==> config.mk <==
export PLATFORM = sky130hd
export DESIGN_NAME = mem_bus_arbiter_flat
export DESIGN_NICKNAME = d
export VERILOG_FILES = /design/src/rtl/cpu_bus_pkg.sv /design/src/rtl/mem_bus_arbiter_if.sv /design/src/rtl/bus_timeout_ctr.sv /design/src/rtl/mem_bus_arbiter.sv /design/src/flat_wrapper.sv
export SDC_FILE = /design/constraint.sdc
export NUM_CORES = 1
export LEC_CHECK = 0
export BUFFER_PORTS_ARGS = -buffer_cell sky130_fd_sc_hd__buf_2
export CORE_MARGIN = 2
export CORE_UTILIZATION = 40
export DETAILED_ROUTE_END_ITERATION = 10
export GPL_TIMING_DRIVEN = 0
export PLACE_DENSITY = 0.75
export SYNTH_ARGS = -nofsm -noshare
export SYNTH_HDL_FRONTEND = slang
export SYNTH_SLANG_ARGS = --single-unit
==> constraint.sdc <==
create_clock -name clk -period 3.7 [get_ports clk]
set_input_delay 0.37 -clock clk [delete_from_list [all_inputs] [get_ports clk]]
set_output_delay 0.37 -clock clk [all_outputs]
set_load 0.01 [all_outputs]
==> src/rtl/cpu_bus_pkg.sv <==
// cpu_bus_pkg
//   Shared definitions for the CPU memory-bus blocks. The arbiter uses them now,
//   and the cache controller will use the same state and port encodings.
//   Contents: default bus widths, the arbiter state enum, the grant-port
//   encoding, the streak counter width, and a saturating streak increment.
package cpu_bus_pkg;

  localparam int ADDR_W_DEF = 32;
  localparam int DATA_W_DEF = 32;
  localparam int STREAK_W   = 4;

  typedef enum logic [1:0] {
    IDLE    = 2'd0,
    GRANT_I = 2'd1,
    GRANT_D = 2'd2,
    RESP    = 2'd3
  } bus_state_e;

  typedef enum logic {
    PORT_IF = 1'b0,
    PORT_D  = 1'b1
  } bus_port_e;

  // The streak counter stops at 15 so that STREAK_MAX can be any value from 1 to 15.
  function automatic logic [STREAK_W-1:0] streak_inc(input logic [STREAK_W-1:0] s);
    return (s == '1) ? s : s + STREAK_W'(1);
  endfunction

endpackage

==> src/rtl/mem_bus_arbiter_if.sv <==
// mem_bus_arbiter_if
//   Groups the fetch port, the load/store port, the stall outputs and the shared
//   memory-bus signals of mem_bus_arbiter.
//   Modport slave:  the arbiter's view. It takes requests and mem_ack/mem_rdata in,
//                   and drives acks, read data, stalls and the mem_* bus out.
//   Modport master: the opposite view, used by the core, the memory, or a bench.
interface mem_bus_arbiter_if
  import cpu_bus_pkg::*;
#(
  parameter int ADDR_W = ADDR_W_DEF,
  parameter int DATA_W = DATA_W_DEF
);
  localparam int SEL_W = DATA_W / 8;

  // fetch port
  logic              if_req;
  logic [ADDR_W-1:0] if_addr;
  logic              if_ack;
  logic [DATA_W-1:0] if_rdata;
  logic              if_err;
  // load/store port
  logic              d_req;
  logic              d_we;
  logic [ADDR_W-1:0] d_addr;
  logic [SEL_W-1:0]  d_sel;
  logic [DATA_W-1:0] d_wdata;
  logic              d_ack;
  logic [DATA_W-1:0] d_rdata;
  logic              d_err;
  // pipeline stalls
  logic              stall_if;
  logic              stall_mem;
  // memory bus
  logic              mem_req;
  logic              mem_we;
  logic [ADDR_W-1:0] mem_addr;
  logic [SEL_W-1:0]  mem_sel;
  logic [DATA_W-1:0] mem_wdata;
  logic              mem_ack;
  logic [DATA_W-1:0] mem_rdata;

  modport slave (
    input  if_req, if_addr, d_req, d_we, d_addr, d_sel, d_wdata, mem_ack, mem_rdata,
    output if_ack, if_rdata, if_err, d_ack, d_rdata, d_err, stall_if, stall_mem,
           mem_req, mem_we, mem_addr, mem_sel, mem_wdata
  );

  modport master (
    output if_req, if_addr, d_req, d_we, d_addr, d_sel, d_wdata, mem_ack, mem_rdata,
    input  if_ack, if_rdata, if_err, d_ack, d_rdata, d_err, stall_if, stall_mem,
           mem_req, mem_we, mem_addr, mem_sel, mem_wdata
  );

endinterface

==> src/rtl/bus_timeout_ctr.sv <==
// bus_timeout_ctr
//   Watchdog for a granted bus transfer. It is a down-counter that loads
//   TIMEOUT-1 when a grant starts and counts down while en_i is high.
//   expire_o is asserted during the TIMEOUT-th enabled cycle after the load.
//   Ports: clk, rst (async, active high), load_i, clear_i, en_i -> expire_o.
module bus_timeout_ctr #(
  parameter int TIMEOUT = 64
) (
  input  logic clk,
  input  logic rst,
  input  logic load_i,
  input  logic clear_i,
  input  logic en_i,
  output logic expire_o
);
  localparam int CNT_W = $clog2(TIMEOUT);
  localparam logic [CNT_W-1:0] LOAD_VAL = CNT_W'(TIMEOUT - 1);

  logic [CNT_W-1:0] cnt_q, cnt_d;

  always_comb begin
    cnt_d = cnt_q;
    if (clear_i) begin
      cnt_d = '0;
    end else if (load_i) begin
      cnt_d = LOAD_VAL;
    end else if (en_i && (cnt_q != '0)) begin
      cnt_d = cnt_q - CNT_W'(1);
    end
  end

  always_ff @(posedge clk or posedge rst) begin
    if (rst) cnt_q <= '0;
    else     cnt_q <= cnt_d;
  end

  assign expire_o = en_i && (cnt_q == '0);

endmodule

==> src/rtl/mem_bus_arbiter.sv <==
// mem_bus_arbiter
//   Shares one single-port memory bus between the instruction-fetch port and
//   the load/store port. Requests are served one at a time. Data has priority
//   over fetch, but a fetch that is waiting gets the bus after STREAK_MAX data
//   grants in a row. A transfer that gets no mem_ack ends after TIMEOUT grant
//   cycles and completes with err=1.
//   Ports: clk, rst (async, active high), bus (mem_bus_arbiter_if.slave).
//
//   state   | meaning
//   --------+----------------------------------------------------------
//   IDLE    | bus free; arbitrate between the requests now present
//   GRANT_I | fetch transfer on the bus; wait for mem_ack or timeout
//   GRANT_D | load/store transfer on the bus; wait for mem_ack or timeout
//   RESP    | one-cycle ack (with rdata/err) to the granted port
module mem_bus_arbiter
  import cpu_bus_pkg::*;
#(
  parameter int ADDR_W     = ADDR_W_DEF,
  parameter int DATA_W     = DATA_W_DEF,
  parameter int STREAK_MAX = 4,
  parameter int TIMEOUT    = 64
) (
  input  logic               clk,
  input  logic               rst,
  mem_bus_arbiter_if.slave   bus
);
  localparam int SEL_W = DATA_W / 8;
  localparam logic [STREAK_W-1:0] STREAK_LIM = STREAK_W'(STREAK_MAX);

  bus_state_e          state_q, state_d;
  bus_port_e           port_q, port_d;
  logic [STREAK_W-1:0] streak_q, streak_d;
  logic                mem_req_q, mem_req_d;
  logic                mem_we_q, mem_we_d;
  logic [ADDR_W-1:0]   mem_addr_q, mem_addr_d;
  logic [SEL_W-1:0]    mem_sel_q, mem_sel_d;
  logic [DATA_W-1:0]   mem_wdata_q, mem_wdata_d;
  logic [DATA_W-1:0]   rdata_q, rdata_d;
  logic                err_q, err_d;
  logic                if_ack_q, if_ack_d;
  logic                d_ack_q, d_ack_d;

  logic tmr_load, tmr_clear, tmr_en, tmr_expire;

  assign tmr_en = (state_q == GRANT_I) || (state_q == GRANT_D);

  bus_timeout_ctr #(.TIMEOUT(TIMEOUT)) u_tmr (
    .clk      (clk),
    .rst      (rst),
    .load_i   (tmr_load),
    .clear_i  (tmr_clear),
    .en_i     (tmr_en),
    .expire_o (tmr_expire)
  );

  always_comb begin
    state_d     = state_q;
    port_d      = port_q;
    streak_d    = streak_q;
    mem_req_d   = mem_req_q;
    mem_we_d    = mem_we_q;
    mem_addr_d  = mem_addr_q;
    mem_sel_d   = mem_sel_q;
    mem_wdata_d = mem_wdata_q;
    rdata_d     = rdata_q;
    err_d       = err_q;
    if_ack_d    = 1'b0;
    d_ack_d     = 1'b0;
    tmr_load    = 1'b0;
    tmr_clear   = 1'b0;

    unique case (state_q)
      IDLE: begin
        if (bus.d_req && (!bus.if_req || (streak_q < STREAK_LIM))) begin
          state_d     = GRANT_D;
          port_d      = PORT_D;
          mem_req_d   = 1'b1;
          mem_we_d    = bus.d_we;
          mem_addr_d  = bus.d_addr;
          mem_sel_d   = bus.d_sel;
          mem_wdata_d = bus.d_wdata;
          tmr_load    = 1'b1;
          // Count only the data grants that make a fetch wait.
          streak_d    = bus.if_req ? streak_inc(streak_q) : '0;
        end else if (bus.if_req) begin
          state_d     = GRANT_I;
          port_d      = PORT_IF;
          mem_req_d   = 1'b1;
          mem_we_d    = 1'b0;
          mem_addr_d  = bus.if_addr;
          mem_sel_d   = '1;
          mem_wdata_d = '0;
          tmr_load    = 1'b1;
          streak_d    = '0;
        end
      end
      GRANT_I, GRANT_D: begin
        if (bus.mem_ack || tmr_expire) begin
          state_d   = RESP;
          mem_req_d = 1'b0;
          tmr_clear = 1'b1;
          if_ack_d  = (port_q == PORT_IF);
          d_ack_d   = (port_q == PORT_D);
          // mem_ack takes priority when it arrives in the last timer cycle.
          err_d     = !bus.mem_ack;
          rdata_d   = (bus.mem_ack && !mem_we_q) ? bus.mem_rdata : '0;
        end
      end
      RESP: begin
        state_d = IDLE;
        rdata_d = '0;
        err_d   = 1'b0;
      end
      default: state_d = IDLE;
    endcase
  end

  always_ff @(posedge clk or posedge rst) begin
    if (rst) begin
      state_q     <= IDLE;
      port_q      <= PORT_IF;
      streak_q    <= '0;
      mem_req_q   <= 1'b0;
      mem_we_q    <= 1'b0;
      mem_addr_q  <= '0;
      mem_sel_q   <= '0;
      mem_wdata_q <= '0;
      rdata_q     <= '0;
      err_q       <= 1'b0;
      if_ack_q    <= 1'b0;
      d_ack_q     <= 1'b0;
    end else begin
      state_q     <= state_d;
      port_q      <= port_d;
      streak_q    <= streak_d;
      mem_req_q   <= mem_req_d;
      mem_we_q    <= mem_we_d;
      mem_addr_q  <= mem_addr_d;
      mem_sel_q   <= mem_sel_d;
      mem_wdata_q <= mem_wdata_d;
      rdata_q     <= rdata_d;
      err_q       <= err_d;
      if_ack_q    <= if_ack_d;
      d_ack_q     <= d_ack_d;
    end
  end

  // One rdata/err register serves both ports. Each port sees the value only while its own ack is high.
  assign bus.if_ack    = if_ack_q;
  assign bus.if_rdata  = if_ack_q ? rdata_q : '0;
  assign bus.if_err    = if_ack_q & err_q;
  assign bus.d_ack     = d_ack_q;
  assign bus.d_rdata   = d_ack_q ? rdata_q : '0;
  assign bus.d_err     = d_ack_q & err_q;

  assign bus.stall_if  = bus.if_req & ~if_ack_q;
  assign bus.stall_mem = bus.d_req & ~d_ack_q;

  assign bus.mem_req   = mem_req_q;
  assign bus.mem_we    = mem_we_q;
  assign bus.mem_addr  = mem_addr_q;
  assign bus.mem_sel   = mem_sel_q;
  assign bus.mem_wdata = mem_wdata_q;

endmodule

==> src/flat_wrapper.sv <==
// flat-port wrapper written by rule: the top's interface ports become plain ports
module mem_bus_arbiter_flat import cpu_bus_pkg::*;
#(
  parameter int ADDR_W     = ADDR_W_DEF,
  parameter int DATA_W     = DATA_W_DEF,
  parameter int STREAK_MAX = 4,
  parameter int TIMEOUT    = 64
)
  (clk, rst, bus_if_req, bus_if_addr, bus_d_req, bus_d_we, bus_d_addr, bus_d_sel, bus_d_wdata, bus_mem_ack, bus_mem_rdata, bus_if_ack, bus_if_rdata, bus_if_err, bus_d_ack, bus_d_rdata, bus_d_err, bus_stall_if, bus_stall_mem, bus_mem_req, bus_mem_we, bus_mem_addr, bus_mem_sel, bus_mem_wdata);
  mem_bus_arbiter_if #(.ADDR_W(ADDR_W), .DATA_W(DATA_W)) bus_i ();
  input  logic clk;
  input  logic rst;
  input wire logic [$bits(bus_i.if_req)-1:0] bus_if_req;
  input wire logic [$bits(bus_i.if_addr)-1:0] bus_if_addr;
  input wire logic [$bits(bus_i.d_req)-1:0] bus_d_req;
  input wire logic [$bits(bus_i.d_we)-1:0] bus_d_we;
  input wire logic [$bits(bus_i.d_addr)-1:0] bus_d_addr;
  input wire logic [$bits(bus_i.d_sel)-1:0] bus_d_sel;
  input wire logic [$bits(bus_i.d_wdata)-1:0] bus_d_wdata;
  input wire logic [$bits(bus_i.mem_ack)-1:0] bus_mem_ack;
  input wire logic [$bits(bus_i.mem_rdata)-1:0] bus_mem_rdata;
  output wire logic [$bits(bus_i.if_ack)-1:0] bus_if_ack;
  output wire logic [$bits(bus_i.if_rdata)-1:0] bus_if_rdata;
  output wire logic [$bits(bus_i.if_err)-1:0] bus_if_err;
  output wire logic [$bits(bus_i.d_ack)-1:0] bus_d_ack;
  output wire logic [$bits(bus_i.d_rdata)-1:0] bus_d_rdata;
  output wire logic [$bits(bus_i.d_err)-1:0] bus_d_err;
  output wire logic [$bits(bus_i.stall_if)-1:0] bus_stall_if;
  output wire logic [$bits(bus_i.stall_mem)-1:0] bus_stall_mem;
  output wire logic [$bits(bus_i.mem_req)-1:0] bus_mem_req;
  output wire logic [$bits(bus_i.mem_we)-1:0] bus_mem_we;
  output wire logic [$bits(bus_i.mem_addr)-1:0] bus_mem_addr;
  output wire logic [$bits(bus_i.mem_sel)-1:0] bus_mem_sel;
  output wire logic [$bits(bus_i.mem_wdata)-1:0] bus_mem_wdata;
  assign bus_i.if_req = bus_if_req;
  assign bus_i.if_addr = bus_if_addr;
  assign bus_i.d_req = bus_d_req;
  assign bus_i.d_we = bus_d_we;
  assign bus_i.d_addr = bus_d_addr;
  assign bus_i.d_sel = bus_d_sel;
  assign bus_i.d_wdata = bus_d_wdata;
  assign bus_i.mem_ack = bus_mem_ack;
  assign bus_i.mem_rdata = bus_mem_rdata;
  assign bus_if_ack = bus_i.if_ack;
  assign bus_if_rdata = bus_i.if_rdata;
  assign bus_if_err = bus_i.if_err;
  assign bus_d_ack = bus_i.d_ack;
  assign bus_d_rdata = bus_i.d_rdata;
  assign bus_d_err = bus_i.d_err;
  assign bus_stall_if = bus_i.stall_if;
  assign bus_stall_mem = bus_i.stall_mem;
  assign bus_mem_req = bus_i.mem_req;
  assign bus_mem_we = bus_i.mem_we;
  assign bus_mem_addr = bus_i.mem_addr;
  assign bus_mem_sel = bus_i.mem_sel;
  assign bus_mem_wdata = bus_i.mem_wdata;
  mem_bus_arbiter #(.ADDR_W(ADDR_W), .DATA_W(DATA_W), .STREAK_MAX(STREAK_MAX), .TIMEOUT(TIMEOUT)) u_core (.clk(clk), .rst(rst), .bus(bus_i));
endmodule
==> results_dict.tcl <==
set metrics [dict create \
    antenna_cells 0 \
    worst-setup-path-type "reg2reg" \
    hold_violations 0 \
    multi_input_area_mm2 0.00225 \
    status "complete, no violations" \
    post_cts_buffers 0 \
    nets 966 \
    dieWidth_um 121 \
    syn_to_final_growth_pct 41.1 \
    core_area_mm2 0.0132 \
    clk_latency_ns 0.41 \
    peakVddDrop_v 0.000346 \
    wl_met1_mm 6.00 \
    seqCellArea_mm2 0.00295 \
    cp_data_arrival_time_ns 2.30 \
    setup_viol 0 \
    dp_hpwl_mm 11.7 \
    die-area_mm2 0.0145 \
    r2r_cells 8 \
    report.final.slew_viol_count 0 \
    yosysWarnings 0 \
    ctsHoldBuffers 0 \
    fin_area_mm2 0.00767 \
    met2WireLength_mm 7.74 \
    crit_start "u_core.state_q[0]" \
    drv_cap 0 \
    ys_ff_latch 118 \
    initial_core_util_pct 41.1 \
    powerDensity_mw_per_mm2 824 \
    cp-end-kind "flop" \
    clk_pin_slew_ns 0.05 \
    nFillCells 1207 \
    io_pins 278 \
    track_usage_pct 21.6 \
    cts_buffer_depth 2 \
    syn-mean-instance-area_um2 10.3 \
    routedWlPerCell_um 15.0 \
    post-route-drc-count 0 \
    first_pass_iters 4 \
    clock-sinks 118 \
    clock_skew_ns 0.0138 \
    drt_wl_total_mm 15.1 \
    tritoncts "yes" \
    setup_tns_ns 0 \
    num_vias 4956 \
    port_buffers 276 \
    start_kind "flop" \
    grt_first_pass_wirelength_mm 24.5 \
    rsz0062_at_grt "no" \
    final_util_pct 57.9 \
    grt_pass1_vias 4936 \
    reg2reg_to "u_core.bus.mem_addr[1]" \
    crit_fanout 10 \
    tightest_slew_ns 0.542 \
    finalCriticalPeriod_ns 1.98 \
    root_buffer "clkbuf_16" \
    place_area_mm2 0.00707 \
    r2r_start "u_core.state_q[0]" \
    ff2ff_setup_slack_ns 1.72 \
    syn_inst 526 \
    grt-ovfl-total 0 \
    relSlewSlack_pct 63.8 \
    synth_seq_area_share_pct 54.3 \
    leakage_nw 4.14 \
    synth_nets 670 \
    htree_num_levels 4 \
    drt_iter0_drc 272 \
    antenna_found_initial 0 \
    grt_max_degree 61 \
    syn_area_mm2 0.00544 \
    max_freq_mhz 504 \
    top_layer "met4" \
    die_h_um 121 \
    ctsResizeCount 0 \
    wl_met3_mm 1.10 \
    endpoint "u_core.bus.mem_addr[1]" \
    cp.required_ns 4.02 \
    power_mw 6.32 \
    core.rowCount 42 \
    gp_congestion 0.787 \
    holdCritPathClass "in2async" \
    drive_above_1_share_pct 39.9 \
    dp.cells 979 \
    layout.cells.non_filler 1010 \
    yosys.cell_types.count 35 \
    fin_crit_sh_pct 53.6 \
    ant_nets 0 \
    avgViaCountPerCell 4.91 \
    cts_inserted_buffers 17 \
]
## layer usage
layer | vias to the layer above | GRT usage, %
li1 | 2408 | -
met1 | 2317 | 25.2
met2 | 213 | 38.0
met3 | 18 | 5.57
met4 | 0 | 8.50
met5 | - | 0
## synthesized netlist by cell type
master,number,share of area [%]
a211oi_4,1,0.37
nor4_1,2,0.23
a22o_1,34,5.5
o32a_1,2,0.37
nor2b_1,4,0.46
buf_1,1,0.069
o21ai_1,30,2.8
buf_6,6,1.2
nand2_1,73,5.0
and3_1,4,0.46
and2_1,68,7.8
nor3_4,1,0.30
a21o_1,4,0.55
xnor2_1,2,0.32
ha_1,6,1.4
mux2i_1,32,5.9
or2_4,1,0.16
buf_2,11,1.0
nor3b_2,1,0.23
a21oi_1,7,0.64
a31o_2,1,0.16
dfrtp_1,118,54
inv_1,6,0.41
o22a_1,4,0.64
nand3_1,2,0.18
o21ai_2,2,0.32
xor2_1,1,0.16
and2_0,1,0.12
nand2_2,1,0.12
clkbuf_1,23,1.6
a32o_1,1,0.18
a211oi_1,1,0.14
nor3_1,3,0.28
nor2_1,2,0.14
o21ai_0,70,6.4
## per-stage QoR
step	hold WS [ns]	setup slack, ns
CTS	0.0393	1.64
finish	0.0233	1.72
detailed placement	0.456	1.67
global placement	0.453	-1.19
floorplan	0.416	0.201
global route	0.0631	1.44
## registers in the layout (all words and copies together) (netlist names)
register,flops
u_core.bus.mem_we,1
u_core.port_q,1
u_core.bus.mem_req,1
u_core.bus.mem_sel,4
u_core.streak_q,4
u_core.bus.mem_addr,32
u_core.u_tmr.cnt_q,6
u_core.bus.d_ack,1
u_core.state_q,2
u_core.rdata_q,32
u_core.bus.if_ack,1
u_core.bus.mem_wdata,32
u_core.err_q,1
## logic make-up (layout without fill, tap and decap cells)
group / after synthesis / count (layout) / share of synthesized area (%)
AOI/OAI and AO/OA: 157 / 157 / 18.1
xor gates and xnor gates: 3 / 3 / 0.483
adders and majority gates: 6 / 6 / 1.38
buffers and inverters: 47 / 355 / 4.33
DFF: 118 / 118 / 54.3
muxes: 32 / 32 / 5.89
and+or+nand+nor: 163 / 163 / 15.5
## layout by cell type (no fill, tap or decap), types with 4 or more instances in the layout
| master | synthesis | final |
|---|---|---|
| a21oi_1 | 7 | 7 |
| a21o_1 | 4 | 4 |
| o22a_1 | 4 | 4 |
| nor2b_1 | 4 | 4 |
| nand2_1 | 73 | 73 |
| inv_1 | 6 | 5 |
| buf_6 | 6 | 6 |
| and2_1 | 68 | 68 |
| buf_2 | 11 | 287 |
| clkinv_2 | 0 | 6 |
| o21ai_0 | 70 | 70 |
| ha_1 | 6 | 6 |
| dfrtp_1 | 118 | 118 |
| and3_1 | 4 | 4 |
| mux2i_1 | 32 | 32 |
| o21ai_1 | 30 | 30 |
| clkbuf_16 | 0 | 17 |
| a22o_1 | 34 | 34 |
| clkbuf_1 | 23 | 24 |
## cell type report
cell class                 count  area share (%)
clock inverter                10            1.66
tap                          176            2.87
buffer                        41            2.77
clock buffer                  21            6.13
multi-input combinational    361            29.3
inverter                       6           0.359
timing repair buffer         277            18.4
sequential                   118            38.5
## power by group
part	total [mW]	switching (mW)	internal [mW]	leakage, nW
Combinational	2.40	1.38	1.02	2.33
Clock	1.66	0.557	1.10	0.298
Sequential	2.26	0.377	1.89	1.51
Total	6.32	2.31	4.00	4.14
## worst min-delay path by stage
stage	start	endpoint	slack, ns	cells after the start
after floorplan	u_core.port_q	u_core.bus.if_ack	0.42	1
after global placement	u_core.port_q	u_core.bus.if_ack	0.45	1
after detailed placement	u_core.port_q	u_core.bus.if_ack	0.46	1
after CTS	rst	u_core.bus.mem_wdata[0]	0.04	2
after global routing	rst	u_core.bus.mem_wdata[0]	0.06	2
final	rst	u_core.bus.mem_wdata[0]	0.02	2
## critical path, stage by stage, from the launching register on
cell and delay, ns:
dfrtp_1 0.37, inv_1 0.08, ha_1 0.19, clkbuf_1 0.19, o21ai_2 0.26, buf_2 0.35, buf_2 0.31, nand2_1 0.07
o21ai_0 0.08
Power figures use the tool's default switching activity.
